**config.mk**
```make
export PLATFORM = sky130hd
export DESIGN_NAME = entry_sequencer
export DESIGN_NICKNAME = d
export VERILOG_FILES = /design/src/rtl/entry_seq_pkg.sv /design/src/rtl/entry_sequencer_cycle_timer.sv /design/src/rtl/entry_sequencer.sv
export SDC_FILE = /design/constraint.sdc
export NUM_CORES = 1
export LEC_CHECK = 0
export ABC_AREA = 1
export CAP_MARGIN = 20
export CORE_MARGIN = 2
export CORE_UTILIZATION = 40
export CTS_CLUSTER_DIAMETER = 40
export DETAILED_ROUTE_END_ITERATION = 7
export GPL_TIMING_DRIVEN = 0
export PLACE_DENSITY_LB_ADDON = 0.3
export REMOVE_ABC_BUFFERS = 1
export SLEW_MARGIN = 10
export SYNTH_ARGS = -nofsm -noshare
export SYNTH_HDL_FRONTEND = slang
export SYNTH_SLANG_ARGS = --single-unit
```
**constraint.sdc**
```tcl
create_clock -name clk -period 4.6 [get_ports clk]
set_clock_uncertainty 0.1 [all_clocks]
set_input_delay 0.69 -clock clk [delete_from_list [all_inputs] [get_ports clk]]
set_output_delay 0.69 -clock clk [all_outputs]
set_load 0.005 [all_outputs]
```
**src/rtl/entry_seq_pkg.sv**
```systemverilog
// Shared definitions for the entry sequencer: FSM state encodings, the
// special key codes and the mode output values.
package entry_seq_pkg;

  typedef enum logic [1:0] {
    ST_INPUT   = 2'd0,
    ST_COMMIT  = 2'd1,
    ST_DISPLAY = 2'd2
  } state_t;

  localparam logic [3:0] KEY_BS    = 4'hA;
  localparam logic [3:0] KEY_CLR   = 4'hB;
  localparam logic [3:0] KEY_MAX_DIGIT = 4'd9;

  localparam logic MODE_INPUT   = 1'b1;
  localparam logic MODE_DISPLAY = 1'b0;

  // True for key codes 0-9, which enter a digit into the buffer.
  function automatic logic is_digit_key(input logic [3:0] code);
    return code <= KEY_MAX_DIGIT;
  endfunction

endpackage

```
**src/rtl/entry_sequencer_cycle_timer.sv**
```systemverilog
// cycle_timer: counts enabled cycles from 0 up to LIMIT-1 and wraps.
// expire is high during the cycle in which the count sits at LIMIT-1 with
// en asserted, so a consumer registering on it acts exactly LIMIT enabled
// cycles after the last clr.
module cycle_timer #(
  parameter int LIMIT = 10
) (
  input  logic clk,
  input  logic rst,
  input  logic clr,
  input  logic en,
  output logic expire
);

  localparam int CW = (LIMIT > 1) ? $clog2(LIMIT) : 1;
  localparam logic [CW-1:0] LAST = CW'(LIMIT - 1);

  logic [CW-1:0] count_reg;

  assign expire = en && (count_reg == LAST);

  // Count enabled cycles; clr has priority and restarts from zero.
  always_ff @(posedge clk or posedge rst) begin
    if (rst) begin
      count_reg <= '0;
    end else if (clr) begin
      count_reg <= '0;
    end else if (en) begin
      if (count_reg == LAST) begin
        count_reg <= '0;
      end else begin
        count_reg <= count_reg + CW'(1);
      end
    end
  end

endmodule

```
**src/rtl/entry_sequencer.sv**
```systemverilog
// entry_sequencer: front-panel entry controller. Collects BCD digits in
// INPUT mode, hands the buffer downstream over valid/ready in COMMIT, then
// holds DISPLAY until state_switch or the optional display timeout.
// Optional build macro: CURSOR_BLINK_EN (blinking "0" at the cursor digit).
module entry_sequencer
  import entry_seq_pkg::*;
#(
  parameter int DIGITS      = 4,
  parameter int TIMEOUT_CYC = 0,
  parameter int BLINK_DIV   = 25000000
) (
  input  logic                        clk,
  input  logic                        rst,
  input  logic                        key_valid,
  input  logic [3:0]                  key_code,
  input  logic                        state_switch,
  input  logic                        commit_ready,
  output logic                        commit_valid,
  output logic [4*DIGITS-1:0]         commit_data,
  output logic [4*DIGITS-1:0]         digits,
  output logic [$clog2(DIGITS+1)-1:0] digit_cnt,
  output logic                        mode,
  output logic [DIGITS-1:0]           blank
);

  localparam int W  = 4 * DIGITS;
  localparam int CW = $clog2(DIGITS + 1);
  localparam logic [CW-1:0] CNT_FULL = CW'(DIGITS);
  // Reset shows a single "0" in the rightmost digit.
  localparam logic [DIGITS-1:0] BLANK_RST = ~(DIGITS'(1));

  state_t          state_reg, state_next;
  logic [W-1:0]    digits_reg, digits_next;
  logic [CW-1:0]   cnt_reg, cnt_next;
  logic            commit_valid_reg, commit_valid_next;
  logic [W-1:0]    commit_data_reg, commit_data_next;
  logic            mode_reg;
  logic [DIGITS-1:0] blank_reg, blank_next, blank_input;

  logic timeout_expire;
  logic cursor_on;

  // ---------------------------------------------------------------------
  // DISPLAY timeout: timer held clear outside DISPLAY, so it starts from
  // zero on the entry edge and fires after exactly TIMEOUT_CYC cycles.
  // ---------------------------------------------------------------------
  generate
    if (TIMEOUT_CYC > 0) begin : g_timeout
      cycle_timer #(
        .LIMIT (TIMEOUT_CYC)
      ) u_timeout (
        .clk    (clk),
        .rst    (rst),
        .clr    (state_reg != ST_DISPLAY),
        .en     (state_reg == ST_DISPLAY),
        .expire (timeout_expire)
      );
    end else begin : g_no_timeout
      assign timeout_expire = 1'b0;
    end
  endgenerate

  // ---------------------------------------------------------------------
  // Cursor blink phase (optional).
  // ---------------------------------------------------------------------
`ifdef CURSOR_BLINK_EN
  logic blink_expire;
  logic blink_phase_reg, blink_phase_next;

  // Free-running; any key event restarts the half-period.
  cycle_timer #(
    .LIMIT (BLINK_DIV)
  ) u_blink (
    .clk    (clk),
    .rst    (rst),
    .clr    (key_valid),
    .en     (1'b1),
    .expire (blink_expire)
  );

  // A key forces the on-phase; otherwise toggle at each half-period.
  always_comb begin
    blink_phase_next = blink_phase_reg;
    if (key_valid) begin
      blink_phase_next = 1'b1;
    end else if (blink_expire) begin
      blink_phase_next = ~blink_phase_reg;
    end
  end

  // Blink phase register; starts in the on-phase.
  always_ff @(posedge clk or posedge rst) begin
    if (rst) begin
      blink_phase_reg <= 1'b1;
    end else begin
      blink_phase_reg <= blink_phase_next;
    end
  end

  assign cursor_on = blink_phase_next && (cnt_next < CNT_FULL);
`else
  // No blink: the cursor position is never forced visible.
  assign cursor_on = 1'b0 & (BLINK_DIV != 0);
`endif

  // ---------------------------------------------------------------------
  // INPUT-mode blank mask computed from the next digit count so that the
  // registered mask lines up with the registered buffer. Digit 0 is never
  // blanked: with no entry it shows "0".
  // ---------------------------------------------------------------------
  generate
    for (genvar gi = 0; gi < DIGITS; gi++) begin : g_blank
      if (gi == 0) begin : g_first
        assign blank_input[gi] = 1'b0;
      end else begin : g_rest
        assign blank_input[gi] = (CW'(gi) >= cnt_next)
                                 && !(cursor_on && (cnt_next == CW'(gi)));
      end
    end
  endgenerate

  // Next-state and next-buffer logic for the sequencer FSM.
  always_comb begin
    state_next        = state_reg;
    digits_next       = digits_reg;
    cnt_next          = cnt_reg;
    commit_valid_next = commit_valid_reg;
    commit_data_next  = commit_data_reg;

    case (state_reg)
      ST_INPUT: begin
        if (state_switch) begin
          // Switch wins over a coincident key; snapshot the current buffer.
          state_next        = ST_COMMIT;
          commit_valid_next = 1'b1;
          commit_data_next  = digits_reg;
        end else if (key_valid) begin
          if (is_digit_key(key_code)) begin
            if (cnt_reg < CNT_FULL) begin
              digits_next = (digits_reg << 4) | W'(key_code);
              cnt_next    = cnt_reg + CW'(1);
            end
          end else if (key_code == KEY_BS) begin
            if (cnt_reg != '0) begin
              digits_next = digits_reg >> 4;
              cnt_next    = cnt_reg - CW'(1);
            end
          end else if (key_code == KEY_CLR) begin
            digits_next = '0;
            cnt_next    = '0;
          end
        end
      end

      ST_COMMIT: begin
        // Hold the offer until downstream takes it.
        if (commit_valid_reg && commit_ready) begin
          state_next        = ST_DISPLAY;
          commit_valid_next = 1'b0;
        end
      end

      ST_DISPLAY: begin
        // Manual return and timeout both land in a cleared INPUT.
        if (state_switch || timeout_expire) begin
          state_next  = ST_INPUT;
          digits_next = '0;
          cnt_next    = '0;
        end
      end

      default: begin
        state_next        = ST_INPUT;
        digits_next       = '0;
        cnt_next          = '0;
        commit_valid_next = 1'b0;
      end
    endcase

    blank_next = (state_next == ST_INPUT) ? blank_input : '0;
  end

  // State and registered outputs; reset also drops any pending commit.
  always_ff @(posedge clk or posedge rst) begin
    if (rst) begin
      state_reg        <= ST_INPUT;
      digits_reg       <= '0;
      cnt_reg          <= '0;
      commit_valid_reg <= 1'b0;
      commit_data_reg  <= '0;
      mode_reg         <= MODE_INPUT;
      blank_reg        <= BLANK_RST;
    end else begin
      state_reg        <= state_next;
      digits_reg       <= digits_next;
      cnt_reg          <= cnt_next;
      commit_valid_reg <= commit_valid_next;
      commit_data_reg  <= commit_data_next;
      mode_reg         <= (state_next == ST_INPUT) ? MODE_INPUT : MODE_DISPLAY;
      blank_reg        <= blank_next;
    end
  end

  assign commit_valid = commit_valid_reg;
  assign commit_data  = commit_data_reg;
  assign digits       = digits_reg;
  assign digit_cnt    = cnt_reg;
  assign mode         = mode_reg;
  assign blank        = blank_reg;

endmodule

```
======== Word level (Yosys, flattened, before mapping) ========
Cells that the tools add are included.
word-level totals
  output and inout bits ................... 41
  word-level logic and storage cells ...... 63
  bits in registers ....................... 43
  input port bits ......................... 9
operators by class
  add/subtract/negate cells ............... 2
  magnitude comparators ................... 5
  bitwise gates (word level) .............. 3
  mux-type cells .......................... 27
  reduce and logical (&&, ||, !) cells .... 7
  equality and inequality tests ........... 12
operators by type and width
  kind                   count
  $mux W16               8
  $pmux W16 S3           1
  $mux W3                8
  $or A16 B4 Y16         1
  $ne A2 B2 Y1 const B   5
  $pmux W3 S3            1
  $eq A4 B4 Y1 const B   2
  $ne A4 B4 Y1 const B   2
  $reduce_and A7 Y1      1
  $ge A2 B3 Y1 const A   2
  $mux W2                3
  $pmux W2 S3            1
  $le A4 B4 Y1 const B   1
  $logic_not A2 Y1       2
  $mux W4                1
  $add A3 B1 Y3 const B  1
  $ge A1 B3 Y1 const A   1
  $lt A3 B3 Y1 const B   1
  $mux W1                3
  $ne A3 B3 Y1 const B   1
  $pmux W1 S3            1
  $reduce_and A3 Y1      1
  $reduce_bool A3 Y1     1
  $sub A3 B1 Y3 const B  1
  5 further kinds        6

======== Longest topological paths before layout ========
Gate-level depths: netlist (run 1).
  depth in word-level cells ............... 9
  depth in mapped cells ................... 13
  gate-level depth less buffers ........... 13

======== Worst setup path before layout (run 1) ========
No wires, ideal clock.
  path kind ............................... input-to-reg
  from .................................... input port key_code[2]
  to ...................................... register digits_reg[4], in the netlist digits[4]
  stages on the path ...................... 7
  path slack .............................. 2,874 ps
  required time ........................... 4,376 ps
  buffers on the path ..................... 1
  arrival ................................. 1,503 ps
  library setup time ...................... 124 ps
  cell sequence ........................... o21ai_2 a22oi_1 nand3_1 nand2_1 nand2_2 buf_6 o21ai_1
on the way
  word-level cells in the longest chain between the ends .. 6
  elaborated cells between the ends (all ways) .. 12
  classes of those cells .................. order compare (1); eq/ne (5); mux (5); reduce/logical (1)
ends and longest elaborated chain
  item                                                  line                    RTL
  start: declaration                                    entry_sequencer.sv:15   input logic [3:0] key_code,
  branches (longest 6 deep; another with $le A4 B4 Y1)  -
  end signal: assignment                                entry_sequencer.sv:195  digits_reg <= digits_next;
  end: declaration                                      entry_sequencer.sv:33   logic [W-1:0] digits_reg, digits_next;
Several ways; the timed one is not identified. The select of a mux whose other input is x is not followed.
A chain may end at the register's enable or synchronous reset.

======== Worst setup path after layout (run 1) ========
  from .................................... input port state_switch
  to ...................................... register digits_reg[2], in the netlist digits[2]
on the way
  word-level cells in the longest chain between the ends .. 2
  elaborated cells between the ends (all ways) .. 3
  classes of those cells .................. eq/ne (2); reduce/logical (1)
ends and longest elaborated chain
  item                                    line                   RTL
  start: declaration                      entry_sequencer.sv:16  input logic state_switch,
  $ne A2 B2 Y1 (no source line)           -
  $reduce_and A7 Y1 (no source line) (*)  -
Every way passes the cells marked *; elsewhere a longest branch is shown, timed or not.

==> results.py, run 1 <==
metrics = {
    "synth": {
        "syn_area_um2": 2080,
        "synthFlopType": "dfrtp_1",
        "synthArstFlopShare_pct": 100,
        "ys_seq_area_share_pct": 50.7,
        "synth_edf_count": 0,
        "postSynthCellCount": 243,
        "ys_types": 27,
        "synth_area_per_cell_um2": 8.57,
        "synth_seq_cells": 42,
        "synth_warnings": 0,
    },
    "clock_network": {
        "clkSinkCount": 42,
        "numCtsBuffers": 5,
        "clockRootBuffer": "clkbuf_8",
        "cts_setup_buffers": 0,
        "cts_resized": 0,
        "postCtsHoldBufs": 0,
        "clkTransAtPathRegs_ps": 80,
        "cts_tree": "done",
        "clockBufferDepth": 2,
        "clock_latency_ps": 290,
        "h-tree-depth": 2,
    },
    "placed_design": {
        "dp_hpwl_um": 3260,
        "gp_congestion": 0.898,
        "place.port_buffers": 48,
        "dpl.cell_count": 354,
    },
    "global_routing": {
        "antenna_found_initial": 0,
        "grt.overflow.total": 0,
        "first_global_vias": 1711,
        "grt_usage_pct": 17.0,
        "grt_pass1_wl_um": 7880,
        "grt_max_degree": 33,
    },
    "power": {
        "power.leakage_uw": 0.00125,
        "ir_drop_uv": 277,
        "p_total_uw": 1410,
        "p_per_area_nw_per_um2": 522,
    },
    "final_layout": {
        "layout_commonest_cell": "nand2_1",
        "n_antenna_cell": 0,
        "fin_cells": 362,
        "syn_to_final_growth_pct": 29.9,
        "layout_common_cells": "nand2_1 (87), clkdlybuf4s50_1 (48), dfrtp_1 (38)",
        "nets": 303,
        "drive_above_1_share_pct": 13.0,
    },
    "worst_hold_path": {
        "hold_start": "commit_data[10]",
        "hold_class": "reg2reg",
        "hold-path-cell-count": 2,
        "min_to": "commit_data[10]",
    },
    "timing": {
        "slew-limit-headroom_pct": 51.5,
        "fin_crit_sh_pct": 58.5,
        "rsz0062_at_grt": "no",
        "hold_violations": 0,
        "fmax_mhz": 372,
        "setup_viol": 0,
        "period_minus_slack_ps": 2690,
        "finalSetupTns_ps": 0,
        "tightestPinTransition_ps": 727,
        "finalMaxSlewViolations": 0,
    },
    "setup_path": {
        "path_max_fanout": 32,
        "cp_data_required_time_ps": 4710,
        "end_kind": "flip-flop",
        "rrSetupSlack_ps": 2220,
        "ff2ff_path_depth": 7,
        "start_kind": "input port",
        "path_class": "in2reg",
        "max_stage_delay_ps": 580,
        "r2r_end": "digits[2]",
        "regToRegStartpoint": "state_reg[0]",
        "crit_arrival_ps": 2810,
        "path_cells": "clkdlybuf4s50_1, inv_1, nor2_2, nor2_1, nand2_2, nand2_1, o21ai_2",
        "critical_path.slowest_cell": "nor2_2",
    },
    "route": {
        "first_pass_iters": 4,
        "dr_total_vias": 1744,
        "avgRoutedWirePerCell_um": 12.5,
        "antenna_left": 0,
        "drtIter0Drc": 83,
        "via_per_inst": 4.82,
        "drc": 0,
        "routed_wl_um": 4510,
    },
    "run_status": {
        "status": "completed",
    },
    "floorplanning": {
        "core-area_um2": 5070,
        "row_count": 26,
        "initial_core_util_pct": 41.1,
        "die_h_um": 76.2,
        "ios": 50,
        "die_w_um": 76.2,
        "dieArea_um2": 5800,
    },
    "job": {
        "cap_violations": 0,
    },
}
==> worst max path at each step <==
| stage | startpoint | to | slack [ps] |
|---|---|---|---|
| final | state_switch | digits[2] | 1910 |
| after global routing | state_switch | digits[2] | 1660 |
| after CTS | state_switch | digits[2] | 1870 |
| after detailed placement | state_switch | digits[9] | 1560 |
| after global placement | state_switch | digits[13] | 1610 |
| after floorplan | state_switch | digits[0] | 2530 |
==> cells by family (layout without fill, tap and decap cells) <==
group	after synthesis	after routing	synth area share (%)
buffers and inverters	31	80	6.85
adders and majority gates	3	3	1.80
and+or+nand+nor	125	125	25.3
other	1	1	0.180
AOI/OAI and AO/OA	41	41	15.1
DFF	42	42	50.7
==> cell type report <==
type | instances | area (um2)
Multi-Input combinational cell | 170 | 885
Clock inverter | 1 | 5.00
Timing Repair Buffer | 49 | 500
Tap cell | 70 | 87.6
Fill cell | 495 | 2370
Inverter | 23 | 86.3
Sequential cell | 42 | 1060
Clock buffer | 7 | 86.3
==> cells in the mapped netlist (2+ instances only) <==
cell type | n | area [um2]
nand2_1 | 87 | 327
dfrtp_1 | 38 | 951
inv_1 | 22 | 82.6
nor2_1 | 17 | 63.8
o21ai_2 | 16 | 140
nand3_1 | 13 | 65.1
a32oi_1 | 9 | 78.8
clkbuf_1 | 4 | 15.0
dfstp_2 | 4 | 105
o21ai_0 | 4 | 20.0
o22ai_1 | 4 | 25.0
a21oi_1 | 3 | 15.0
buf_6 | 3 | 33.8
ha_1 | 3 | 37.5
nand2_2 | 2 | 12.5
nor2_2 | 2 | 12.5
nor2_4 | 2 | 22.5
==> report_power, final <==
group | internal (uW) | switching, uW | total [uW]
Clock | 121 | 121 | 242
Combinational | 267 | 348 | 615
Sequential | 479 | 76.5 | 556
Total | 867 | 545 | 1410
==> worst max-delay path: cells and delay by family <==
| kind | cells | cell delay [ps] |
|---|---|---|
| buf+inv | 2 | 510 |
| simple gates | 4 | 1490 |
| compound gates | 1 | 80 |
==> routing by layer <==
| metal | share of wire [%] | global-route usage, % |
|---|---|---|
| met5 | 0 | 0 |
| met4 | 1.4 | 6.55 |
| met2 | 47 | 28.4 |
| met3 | 5.3 | 4.62 |
| met1 | 47 | 21.1 |
==> through the flow <==
step	worst slack (ps)	utilization, %	cell area (um2)	hold WS, ps
after floorplan	2530	-	2030	339
after global placement	1610	51.1	2590	352
after detailed placement	1560	51.5	2620	358
after CTS	1870	53.3	2710	378
after global routing	1660	53.3	2710	410
final	1910	53.3	2710	370
No activity file was read; power rests on OpenSTA's default activity.
==> inputs of run 2 (changes only) <==
==> constraint.sdc (replaced) <==
create_clock -name clk -period 2.3 [get_ports clk]
set_clock_uncertainty 0.1 [all_clocks]
set_input_delay 0.345 -clock clk [delete_from_list [all_inputs] [get_ports clk]]
set_output_delay 0.345 -clock clk [all_outputs]
set_load 0.005 [all_outputs]
==> results.py, run 2 (same netlist as run 1, synthesis figures left out) <==
metrics = {
    "run_status": {
        "status": "completed",
    },
    "setup_path": {
        "regToRegStartpoint": "state_reg[0]",
        "start_kind": "input port",
        "path_class": "in2reg",
        "cp_data_required_time_ps": 2420,
        "path_max_fanout": 32,
        "max_stage_delay_ps": 530,
        "startpoint": "key_code[2]",
        "ff2ff_path_depth": 7,
        "critical_path.slowest_cell": "clkdlybuf4s50_1",
        "end_kind": "flip-flop",
        "endpoint": "digits[2]",
        "r2r_end": "digits[2]",
        "crit_arrival_ps": 2180,
        "path_cells": "clkdlybuf4s50_1, o21ai_2, a22oi_1, nand3_1, nand2_1, nand2_4, nand2_1, o21ai_2",
        "rrSetupSlack_ps": 380,
    },
    "clock_network": {
        "clkSinkCount": 42,
        "clockBufferDepth": 2,
        "h-tree-depth": 2,
        "cts_tree": "done",
        "postCtsHoldBufs": 0,
        "clockRootBuffer": "clkbuf_8",
        "clkTransAtPathRegs_ps": 80,
        "numCtsBuffers": 5,
        "clock_latency_ps": 290,
    },
    "route": {
        "dr_total_vias": 1743,
        "via_per_inst": 4.81,
        "avgRoutedWirePerCell_um": 12.5,
        "routed_wl_um": 4520,
        "drtIter0Drc": 62,
        "drc": 0,
        "antenna_left": 0,
        "first_pass_iters": 4,
    },
    "timing": {
        "setup_viol": 0,
        "hold_violations": 0,
        "period_minus_slack_ps": 2050,
        "hold_slack_ps": 251,
        "fmax_mhz": 487,
        "tightestPinTransition_ps": 585,
        "finalSetupTns_ps": 0,
        "rsz0062_at_grt": "no",
        "fin_crit_sh_pct": 89.3,
        "slew-limit-headroom_pct": 60.9,
        "finalMaxSlewViolations": 0,
    },
    "final_layout": {
        "n_antenna_cell": 0,
        "layout_commonest_cell": "nand2_1",
        "layout_common_cells": "nand2_1 (87), clkdlybuf4s50_1 (48), dfrtp_1 (38)",
        "fin_cells": 362,
        "drive_above_1_share_pct": 13.0,
        "nets": 303,
        "fill_cells": 497,
        "syn_to_final_growth_pct": 30.4,
    },
    "floorplanning": {
        "dieArea_um2": 5800,
        "die_h_um": 76.2,
        "row_count": 26,
        "initial_core_util_pct": 41.1,
        "ios": 50,
        "die_w_um": 76.2,
        "core-area_um2": 5070,
    },
    "global_routing": {
        "grt_usage_pct": 17.1,
        "first_global_vias": 1710,
        "antenna_found_initial": 0,
        "grt.overflow.total": 0,
        "grt_pass1_wl_um": 7890,
        "grt_max_degree": 33,
    },
    "placed_design": {
        "dpl.cell_count": 354,
        "dp_hpwl_um": 3260,
        "place.port_buffers": 48,
        "gp_congestion": 0.898,
    },
    "power": {
        "ir_drop_uv": 557,
        "p_per_area_nw_per_um2": 1050,
        "power.leakage_uw": 0.00125,
    },
    "job": {
        "cap_violations": 0,
    },
    "worst_hold_path": {
        "hold_class": "in2async",
    },
}
run 2: changes by cell type in the layout (fill, tap and decap cells not counted):
cell / before / now
nand2_2: 2 / 1
nand2_4: 0 / 1
nor2_2: 2 / 1
nor2_4: 2 / 3
run 2: worst min path at each step:
stage,slack (ps),end,startpoint,cells after the start
CTS,260,commit_data[4],rst,2
detailed placement,360,commit_data[8],commit_data[8],2
global placement,350,commit_data[15],commit_data[15],2
global route,270,commit_data[4],rst,2
finish,250,commit_data[4],rst,2
floorplan,340,commit_valid,state_reg[0],1
run 2: through the flow:
step | instance area (um2) | total power (uW) | utilization (%) | setup slack [ps]
3_5_place_dp | 2620 | 2370 | 51.5 | -396
6_report | 2720 | 2840 | 53.5 | 246
4_1_cts | 2710 | 2870 | 53.4 | 18.4
3_3_place_gp | 2590 | 2350 | 51.1 | -340
2_1_floorplan | 2030 | 1790 | - | 430
5_1_grt | 2720 | 3080 | 53.5 | 71.2
run 2: final cells by class:
type | count | area (um2) | share of cell area (%)
Timing Repair Buffer | 49 | 500 | 18.4
Sequential cell | 42 | 1060 | 38.9
Clock inverter | 1 | 5.00 | 0.184
Multi-Input combinational cell | 170 | 895 | 32.9
Clock buffer | 7 | 86.3 | 3.18
Inverter | 23 | 86.3 | 3.18
Tap cell | 70 | 87.6 | 3.22
run 2: power by group:
part | internal, uW | switching (uW)
combinational | 540 | 709
clock | 242 | 241
sequential | 959 | 153
run 2: critical path: cells and delay by family:
family                 cells  cell delay [ps]
AND/OR/NAND/NOR            4              640
AO/OA/AOI/OAI              3              630
buffers and inverters      1              530
run 2: layer usage:
metal / vias up / wire (um) / track usage [%]
met3: 7 / 254 / 4.62
li1: 881 / - / -
met1: 814 / 2110 / 21.2
met2: 41 / 2090 / 28.4
met4: 0 / 65 / 6.55
met5: - / 0 / 0
run 2: what timing repair did:
action                     4_1_cts  5_1_grt
resized for setup                1        1
cloned                           0        0
setup buffers                    0        0
setup endpoints to repair       16       16
pin swaps                        0        0
